==> src/rtl/change_pkg.sv <==
// Shared types and coin values for the change dispenser.
// Coin encodings are chosen so the code equals the coin value in nickels.
package change_pkg;

  typedef enum logic [2:0] {
    COIN_NONE    = 3'b000,
    COIN_NICKEL  = 3'b001,
    COIN_DIME    = 3'b010,
    COIN_QUARTER = 3'b101
  } coin_e;

  typedef enum logic [1:0] {
    S_IDLE   = 2'd0,
    S_SELECT = 2'd1,
    S_OFFER  = 2'd2,
    S_DONE   = 2'd3
  } state_e;

  // Coin values in nickels.
  localparam int unsigned VAL_Q = 5;
  localparam int unsigned VAL_D = 2;
  localparam int unsigned VAL_N = 1;

endpackage

==> src/rtl/coin_select.sv <==
// Greedy coin picker: largest coin not exceeding owed with stock on hand.
// Ports:
//   owed                      nickels still owed
//   quarters/dimes/nickels    live inventory counts
//   coin_c                    chosen coin, COIN_NONE if nothing fits
module coin_select
  import change_pkg::*;
#(
  parameter int unsigned PRICE_W = 4,
  parameter int unsigned CNT_W   = 2
) (
  input  logic [PRICE_W-1:0] owed,
  input  logic [CNT_W-1:0]   quarters,
  input  logic [CNT_W-1:0]   dimes,
  input  logic [CNT_W-1:0]   nickels,
  output coin_e              coin_c
);

  // Priority order quarter > dime > nickel; no backtracking.
  always_comb begin
    coin_c = COIN_NONE;
    if (owed >= PRICE_W'(VAL_Q) && quarters != '0) begin
      coin_c = COIN_QUARTER;
    end else if (owed >= PRICE_W'(VAL_D) && dimes != '0) begin
      coin_c = COIN_DIME;
    end else if (owed >= PRICE_W'(VAL_N) && nickels != '0) begin
      coin_c = COIN_NICKEL;
    end
  end

endmodule

==> src/rtl/change_dispenser.sv <==
// Sequential change dispenser: accepts a purchase, then hands out change one
// coin per handshake from live, refillable per-denomination inventory.
// Ports:
//   clk, reset                          clock, synchronous active-high reset
//   InValid/InReady, Cost, Paid         purchase request handshake
//   RefillValid, Refill*                inventory refill, accepted any cycle
//   CoinValid/CoinReady, Coin           coin offer handshake to the ejector
//   Done                                one-cycle finish pulse
//   ExactAmount, CoughUpMore,
//   NotEnoughChange, Remaining          status, held until the next request
//   QuartersLeft/DimesLeft/NickelsLeft  live inventory
module change_dispenser
  import change_pkg::*;
#(
  parameter int unsigned PRICE_W = 4,
  parameter int unsigned CNT_W   = 2,
  parameter int unsigned INIT_Q  = 3,
  parameter int unsigned INIT_D  = 3,
  parameter int unsigned INIT_N  = 3
) (
  input  logic               clk,
  input  logic               reset,
  input  logic               InValid,
  output logic               InReady,
  input  logic [PRICE_W-1:0] Cost,
  input  logic [PRICE_W-1:0] Paid,
  input  logic               RefillValid,
  input  logic [CNT_W-1:0]   RefillQuarters,
  input  logic [CNT_W-1:0]   RefillDimes,
  input  logic [CNT_W-1:0]   RefillNickels,
  output logic               CoinValid,
  input  logic               CoinReady,
  output logic [2:0]         Coin,
  output logic               Done,
  output logic               ExactAmount,
  output logic               CoughUpMore,
  output logic               NotEnoughChange,
  output logic [PRICE_W-1:0] Remaining,
  output logic [CNT_W-1:0]   QuartersLeft,
  output logic [CNT_W-1:0]   DimesLeft,
  output logic [CNT_W-1:0]   NickelsLeft
);

  localparam int unsigned      SUM_W   = CNT_W + 2;
  localparam logic [CNT_W-1:0] CNT_MAX = '1;

  state_e             state_q, state_d;
  logic [PRICE_W-1:0] owed_q, owed_d;
  coin_e              coin_q, coin_d;
  coin_e              sel_coin_c;
  logic               exact_d, short_d, nec_d;
  logic [PRICE_W-1:0] rem_d;
  logic               deb_q, deb_d, deb_n;
  logic [CNT_W-1:0]   q_d, d_d, n_d;
  logic [PRICE_W:0]   cost_x_c, paid_x_c;
  logic [PRICE_W-1:0] owed_sub_c;

  // Extra bit so an unsigned compare cannot wrap.
  assign cost_x_c   = {1'b0, Cost};
  assign paid_x_c   = {1'b0, Paid};
  assign owed_sub_c = owed_q - PRICE_W'(coin_q);
  assign Coin       = coin_q;

  coin_select #(
    .PRICE_W (PRICE_W),
    .CNT_W   (CNT_W)
  ) u_coin_select (
    .owed     (owed_q),
    .quarters (QuartersLeft),
    .dimes    (DimesLeft),
    .nickels  (NickelsLeft),
    .coin_c   (sel_coin_c)
  );

  // count - debit + refill, saturating at the counter maximum.
  function automatic logic [CNT_W-1:0] inv_next(input logic [CNT_W-1:0] cnt,
                                                input logic             dec,
                                                input logic [CNT_W-1:0] add);
    logic [SUM_W-1:0] sum;
    sum = SUM_W'(cnt) + SUM_W'(add) - SUM_W'(dec);
    return (sum > SUM_W'(CNT_MAX)) ? CNT_MAX : sum[CNT_W-1:0];
  endfunction

  // Next-state, datapath and inventory update.
  always_comb begin
    state_d = state_q;
    owed_d  = owed_q;
    coin_d  = coin_q;
    exact_d = ExactAmount;
    short_d = CoughUpMore;
    nec_d   = NotEnoughChange;
    rem_d   = Remaining;
    deb_q   = 1'b0;
    deb_d   = 1'b0;
    deb_n   = 1'b0;

    case (state_q)
      S_IDLE: begin
        if (InValid) begin
          exact_d = 1'b0;
          short_d = 1'b0;
          nec_d   = 1'b0;
          rem_d   = '0;
          if (paid_x_c < cost_x_c) begin
            short_d = 1'b1;
            state_d = S_DONE;
          end else if (paid_x_c == cost_x_c) begin
            exact_d = 1'b1;
            state_d = S_DONE;
          end else begin
            owed_d  = Paid - Cost;
            state_d = S_SELECT;
          end
        end
      end
      S_SELECT: begin
        if (sel_coin_c != COIN_NONE) begin
          coin_d  = sel_coin_c;
          state_d = S_OFFER;
        end else begin
          nec_d   = 1'b1;
          rem_d   = owed_q;
          state_d = S_DONE;
        end
      end
      S_OFFER: begin
        // Coin stays latched until taken, regardless of refills.
        if (CoinReady) begin
          case (coin_q)
            COIN_QUARTER: deb_q = 1'b1;
            COIN_DIME:    deb_d = 1'b1;
            COIN_NICKEL:  deb_n = 1'b1;
            default:      ;
          endcase
          owed_d = owed_sub_c;
          coin_d = COIN_NONE;
          if (owed_sub_c == '0) begin
            nec_d   = 1'b0;
            rem_d   = '0;
            state_d = S_DONE;
          end else begin
            state_d = S_SELECT;
          end
        end
      end
      S_DONE: begin
        state_d = S_IDLE;
      end
      default: begin
        state_d = S_IDLE;
      end
    endcase

    q_d = inv_next(QuartersLeft, deb_q, RefillValid ? RefillQuarters : '0);
    d_d = inv_next(DimesLeft,    deb_d, RefillValid ? RefillDimes    : '0);
    n_d = inv_next(NickelsLeft,  deb_n, RefillValid ? RefillNickels  : '0);
  end

  // State and registered outputs.
  always_ff @(posedge clk) begin
    if (reset) begin
      state_q         <= S_IDLE;
      owed_q          <= '0;
      coin_q          <= COIN_NONE;
      InReady         <= 1'b1;
      CoinValid       <= 1'b0;
      Done            <= 1'b0;
      ExactAmount     <= 1'b0;
      CoughUpMore     <= 1'b0;
      NotEnoughChange <= 1'b0;
      Remaining       <= '0;
      QuartersLeft    <= CNT_W'(INIT_Q);
      DimesLeft       <= CNT_W'(INIT_D);
      NickelsLeft     <= CNT_W'(INIT_N);
    end else begin
      state_q         <= state_d;
      owed_q          <= owed_d;
      coin_q          <= coin_d;
      InReady         <= (state_d == S_IDLE);
      CoinValid       <= (state_d == S_OFFER);
      Done            <= (state_d == S_DONE);
      ExactAmount     <= exact_d;
      CoughUpMore     <= short_d;
      NotEnoughChange <= nec_d;
      Remaining       <= rem_d;
      QuartersLeft    <= q_d;
      DimesLeft       <= d_d;
      NickelsLeft     <= n_d;
    end
  end

endmodule

==> config.mk <==
export PLATFORM = sky130hd
export DESIGN_NAME = change_dispenser
export DESIGN_NICKNAME = d
export VERILOG_FILES = /design/src/rtl/change_pkg.sv /design/src/rtl/coin_select.sv /design/src/rtl/change_dispenser.sv
export SDC_FILE = /design/constraint.sdc
export NUM_CORES = 1
export LEC_CHECK = 0
export BUFFER_PORTS_ARGS = -buffer_cell sky130_fd_sc_hd__buf_2
export CORE_ASPECT_RATIO = 1.25
export CORE_UTILIZATION = 55
export CTS_CLUSTER_SIZE = 20
export DETAILED_ROUTE_END_ITERATION = 10
export GPL_TIMING_DRIVEN = 1
export PLACE_DENSITY = 0.83
export REMOVE_ABC_BUFFERS = 1
export SKIP_CTS_REPAIR_TIMING = 1
export SYNTH_ARGS = -nofsm -noshare
export SYNTH_HDL_FRONTEND = slang
export SYNTH_SLANG_ARGS = --single-unit
==> constraint.sdc <==
create_clock -name clk -period 8.1 [get_ports clk]
set_input_delay 0.405 -clock clk [delete_from_list [all_inputs] [get_ports clk]]
set_output_delay 0.405 -clock clk [all_outputs]
set_load 0.01 [all_outputs]
==> results of run 1 <==
==> kinds of logic (layout without fill, tap and decap cells) <==
family / after synthesis / after routing
and+or+nand+nor: 79 / 79
adders and majority gates: 24 / 24
AOI/OAI and AO/OA: 36 / 36
xor gates and xnor gates: 4 / 4
DFF: 25 / 25
muxes: 5 / 5
buffers and inverters: 32 / 68
==> Yosys cell counts (all sizes together) (2+ instances only) <==
library cell  count
a21o              3
a21oi            11
a31oi             2
and2              2
and4              2
buf               2
clkbuf            3
dfxtp            25
fa                5
ha               19
inv              27
mux2i             4
nand2            25
nand2b            3
nand3             2
nand4             6
nor2             23
nor3              4
o311ai            4
or2               2
or3               6
xnor2             3
==> report_power, final <==
group	switching (mW)	leakage [nW]	internal, mW	total [mW]
combinational	0.119	0.716	0.0913	0.210
sequential	0.0235	0.204	0.144	0.167
clock	0.0415	0.0139	0.0189	0.0603
total	0.184	0.934	0.254	0.438
==> critical path, delay by kind of cell (launching register included) <==
family | cells | cell delay (ps)
compound gates | 1 | 70
fa+ha+maj | 3 | 760
simple gates | 5 | 1420
buf+inv | 2 | 100
flops | 1 | 570
==> metal layers <==
metal,up-vias,GRT usage,wire length (microns)
li1,785,-,-
met1,705,0.285,1580
met2,28,0.417,1790
met3,4,0.0211,88
met4,0,0.0507,27
met5,-,0,0
==> final timing paths <==
path                            start                    endpoint  slack [ps]
max             state_q[1]$_SDFF_PP0_  QuartersLeft[0]$_SDFF_PP1_        5100
min                             reset      owed_q[1]$_SDFFE_PP0P_         500
max reg2reg     state_q[1]$_SDFF_PP0_  QuartersLeft[0]$_SDFF_PP1_        5100
min reg2reg  CoughUpMore$_SDFFE_PP0P_    CoughUpMore$_SDFFE_PP0P_         510
==> sequential cells by signal (all words and copies together), names as in the netlist <==
name and count:
Remaining 4, owed_q 4, Coin 3, DimesLeft 2, NickelsLeft 2, QuartersLeft 2, state_q 2, CoinValid 1
CoughUpMore 1, Done 1, ExactAmount 1, InReady 1, NotEnoughChange 1
==> stage by stage <==
step                      instance area (sq um)  instances  setup WS [ps]
after floorplan                            1700        200           5470
after global placement                     1930        273           5270
after detailed placement                   1930        273           5160
after CTS                                  1960        277           5150
after global routing                       1960        277           4850
final                                      1960        277           5100
==> cell type report <==
type,count,area (sq um)
Multi-Input combinational cell,148,1100
Fill cell,268,986
Sequential cell,25,500
Timing Repair Buffer,37,185
Inverter,27,101
Tap cell,36,45.0
Clock buffer,3,22.5
Clock inverter,1,7.51
==> impl_metrics.yaml, run 1 <==
status:
  status: "complete, no violations"
floorplanning:
  io_pins: 38
  die_x_microns: 52.0
  core_area_sq_um: 2950
  initial_utilization: 0.584
  rows: 22
  die_y_microns: 64.5
  die_area_sq_um: 3360
sta:
  slew_headroom: 0.699
  setup-tns-final_ps: 0
  finalCritPeriodShare: 0.370
  period_needed_ps: 3000
  rsz0062_at_grt: "false"
  final_hold_viol_count: 0
  report.final.slew_viol_count: 0
  setup_viol: 0
  max_freq_mhz: 333
  worst_slew_pin_slew_ps: 452
  whs_ps: 495
  finalClockSkew_ps: 7.18
global_route:
  grt_max_degree: 25
  grtUsageTotal: 0.230
  grt-ovfl-total: 0
  grt_pass1_vias: 1436
  antenna_found_initial: 0
  grt_pass1_wl_microns: 6010
clock_tree:
  path_clk_slew_ps: 160
  clockBufferDepth: 2
  clock_latency_ps: 320
  cts_sinks: 25
  cts-root-buf: "clkbuf_4"
  cts_tree: "done"
  ctsHtreeMaxLevel: 1
  cts_buffers: 3
yosys:
  syn-cell-area_sq_um: 1720
  seq_area_frac_synth: 0.291
  synthMuxAreaShare: 0.0298
  synth_top_area_share: 0.291
  synth_top_family_by_area: "simple AND/OR/NAND/NOR gates"
  synth-xor-area-share: 0.0204
  syn_inst: 205
  async_flop_share: 0
  synth_compound_area_frac: 0.167
  yosysWarnings: 0
  synth_edf_count: 0
  ys_types: 45
  yosys.area_share.simple: 0.224
  synth_area_per_cell_sq_um: 8.39
  synthAdderAreaFrac: 0.196
  yosys.area.top_type: "dfxtp_1"
  ys_ff_latch: 25
  synthTopCellsByArea: "dfxtp_1 29%, ha_1 14%, inv_1 5.9%"
  synth_flop_cell: "dfxtp_1"
setup_path:
  crit_path_end_kind: "register"
  cp_slowest_cell: "dfxtp_1"
  arrival_ps: 3230
  cp-start-kind: "register"
  cpPeakStageDelay_ps: 570
  crit_required_ps: 8330
  critical_path_class: "reg -> reg"
  reg2reg_depth: 11
  crit_path_cell_trace: "nand2b_1, nor2_1, and4_1, ha_1, inv_1, ha_1, inv_1, fa_1, nor3_1, a21oi_1, or3_1"
  cp_max_fo: 10
final_layout:
  layout-drive-gt1-share: 0.203
  n_antenna_cell: 0
  fin_nets: 285
  final_common_cell: "buf_2"
  final_cell_mix: "37 x buf_2, 27 x inv_1, 25 x dfxtp_1, 25 x nand2_1, 23 x nor2_1"
  area_growth_pct: 13.9
  final_util: 0.665
run:
  max_cap_viol_count: 0
pwr:
  p_total_mw: 0.438
  irDropWorstVdd_v: 0.000141
  p_per_area_nw_per_um2: 223
  p_leak_nw: 0.934
worst_hold_path:
  hold_path.class: "in -> reg"
  hold_depth: 2
detailed_routing:
  wl_per_cell_microns: 12.6
  route.vias.total: 1522
  first_pass_iters: 4
  drtIter0Drc: 45
  wl_microns: 3490
  via_per_inst: 5.49
  post-route-drc-count: 0
  antenna_left: 0
placement:
  place_hpwl_microns: 2720
  routabilityCongestion: 0.826
  port-buffer-count: 37
(Power assumes the default switching activity.)
==> run 2, diff against run 1 <==
CORE_UTILIZATION = 54   (was 55)
PLACE_DENSITY = 0.81   (was 0.83)
clock period = 3.1 ns   (was 8.1 ns; I/O delays follow)
==> run 2 against run 1 <==
  * First-iteration DRC count decreased by 24%
  * Maximum frequency increased by 14%
  * Register-to-register slack got worse by 4600 ps
  * Via count increased by 1.7%
  * Die area increased by 1.8%
  * Sequential share of layout area decreased by 0.16 points
  * Hold slack got worse by 240 ps
  * Critical path depth unchanged
  * Final area increased by 0.64%
  * Critical path type unchanged
  * Largest cell class unchanged
==> impl_metrics.yaml, run 2 (synthesized netlist as in run 1, its figures left out) <==
placement:
  routabilityCongestion: 0.815
  preCtsSetupSlack_ps: 472
  port-buffer-count: 37
  dp_cells: 275
  place_hpwl_microns: 2760
sta:
  slew_headroom: 0.687
  setup-tns-final_ps: 0
  whs_ps: 254
  period_needed_ps: 2630
  max_freq_mhz: 380
  finalCritPeriodShare: 0.850
  finalClockSkew_ps: 4.57
  final_hold_viol_count: 0
  layout_setup_ws_ps: 465
  rsz0062_at_grt: "false"
  report.final.slew_viol_count: 0
  setup_viol: 0
  worst_slew_pin_slew_ps: 467
detailed_routing:
  via_per_inst: 5.55
  wl_per_cell_microns: 12.5
  drtIter0Drc: 34
  antenna_left: 0
  first_pass_iters: 4
  post-route-drc-count: 0
  wl_microns: 3490
  route.vias.total: 1548
floorplanning:
  initial_utilization: 0.579
  die_y_microns: 65.1
  die_area_sq_um: 3420
  die_x_microns: 52.5
  io_pins: 38
  rows: 22
  core_area_sq_um: 2970
pwr:
  clkPwrFrac: 0.130
  p_comb_frac: 0.502
  p_per_area_nw_per_um2: 585
  p_sw_mw: 0.479
  internal_power_mw: 0.674
  p_seq_frac: 0.368
  p_leak_nw: 0.947
  irDropWorstVdd_v: 0.000346
  p_total_mw: 1.15
  p_sw_frac: 0.415
global_route:
  grt_pass1_vias: 1509
  grtUsageTotal: 0.237
  grt_pass1_wl_microns: 6240
  grt-ovfl-total: 0
  antenna_found_initial: 0
  grt_max_degree: 25
clock_tree:
  cts_tree: "done"
  cts_sinks: 25
  clockBufferDepth: 2
  cts-root-buf: "clkbuf_4"
  clock_latency_ps: 320
  cts_buffers: 3
  path_clk_slew_ps: 140
  ctsHtreeMaxLevel: 1
final_layout:
  final_cell_mix: "37 x buf_2, 27 x inv_1, 25 x dfxtp_1, 25 x nand2_1, 23 x nor2_1"
  instances_no_fill: 279
  layout-drive-gt1-share: 0.210
  regArea_sq_um: 500
  multiInputGateArea_sq_um: 1100
  area_growth_pct: 14.6
  fin_nets: 287
  n_antenna_cell: 0
  fill_cells: 265
  final_common_cell: "buf_2"
run:
  max_cap_viol_count: 0
setup_path:
  cp_top_family: "simple AND/OR/NAND/NOR gates"
  critical_path_class: "reg -> reg"
  crit_path_end_kind: "register"
  cp_max_fo: 7
  path_buf_inv: 2
  arrival_ps: 2860
  cp-start-kind: "register"
  cpPeakStageDelay_ps: 390
  crit_required_ps: 3320
  crit_path_cell_trace: "nand2b_1, nor2_1, and4_1, ha_1, inv_1, ha_1, inv_1, fa_1, nor3_1, a21oi_1, or3_1"
  cp_slowest_cell: "dfxtp_1"
worst_hold_path:
  hold_path.class: "in -> reg"
status:
  status: "complete, no violations"
[run 2: layer usage]
| layer | routed length [microns] | part of all wire | track usage |
|---|---|---|---|
| met1 | 1540 | 0.44 | 0.282 |
| met2 | 1790 | 0.51 | 0.429 |
| met3 | 106 | 0.030 | 0.0278 |
| met4 | 51 | 0.015 | 0.0757 |
| met5 | 0 | 0 | 0 |
[run 2: power by group through the flow]
| stage | registers [mW] | clock network [mW] | logic [mW] |
|---|---|---|---|
| 2_1_floorplan | 0.446 | 0 | 0.402 |
| 3_3_place_gp | 0.430 | 0 | 0.560 |
| 3_5_place_dp | 0.432 | 0 | 0.575 |
| 4_1_cts | 0.425 | 0.154 | 0.578 |
| 5_1_grt | 0.434 | 0.167 | 0.651 |
| 6_report | 0.425 | 0.149 | 0.579 |
[run 2: final cells by class]
type                    instances  area share
flip-flops and latches         25       0.254
repair buffers                 39       0.102
clock inverters                 1     0.00254
well taps                      36      0.0228
clock buffers                   3      0.0114
multi-input cells             148       0.556
inverters                      27      0.0514
[run 2: path summary, 6_finish.rpt]
path | start | endpoint | slack [ps] | cells past startpoint
setup / recovery | state_q[0]$_SDFF_PP0_ | QuartersLeft[0]$_SDFF_PP1_ | 470 | 11
hold / removal | reset | CoughUpMore$_SDFFE_PP0P_ | 250 | 2
setup reg to reg | state_q[0]$_SDFF_PP0_ | QuartersLeft[0]$_SDFF_PP1_ | 470 | 11
hold reg to reg | CoughUpMore$_SDFFE_PP0P_ | CoughUpMore$_SDFFE_PP0P_ | 500 | 2
[run 2: through the flow]
step	area, sq um	utilization
3_3_place_gp	1940	0.654
3_5_place_dp	1940	0.654
2_1_floorplan	1700	-
4_1_cts	1970	0.663
6_report	1970	0.663
5_1_grt	1970	0.663
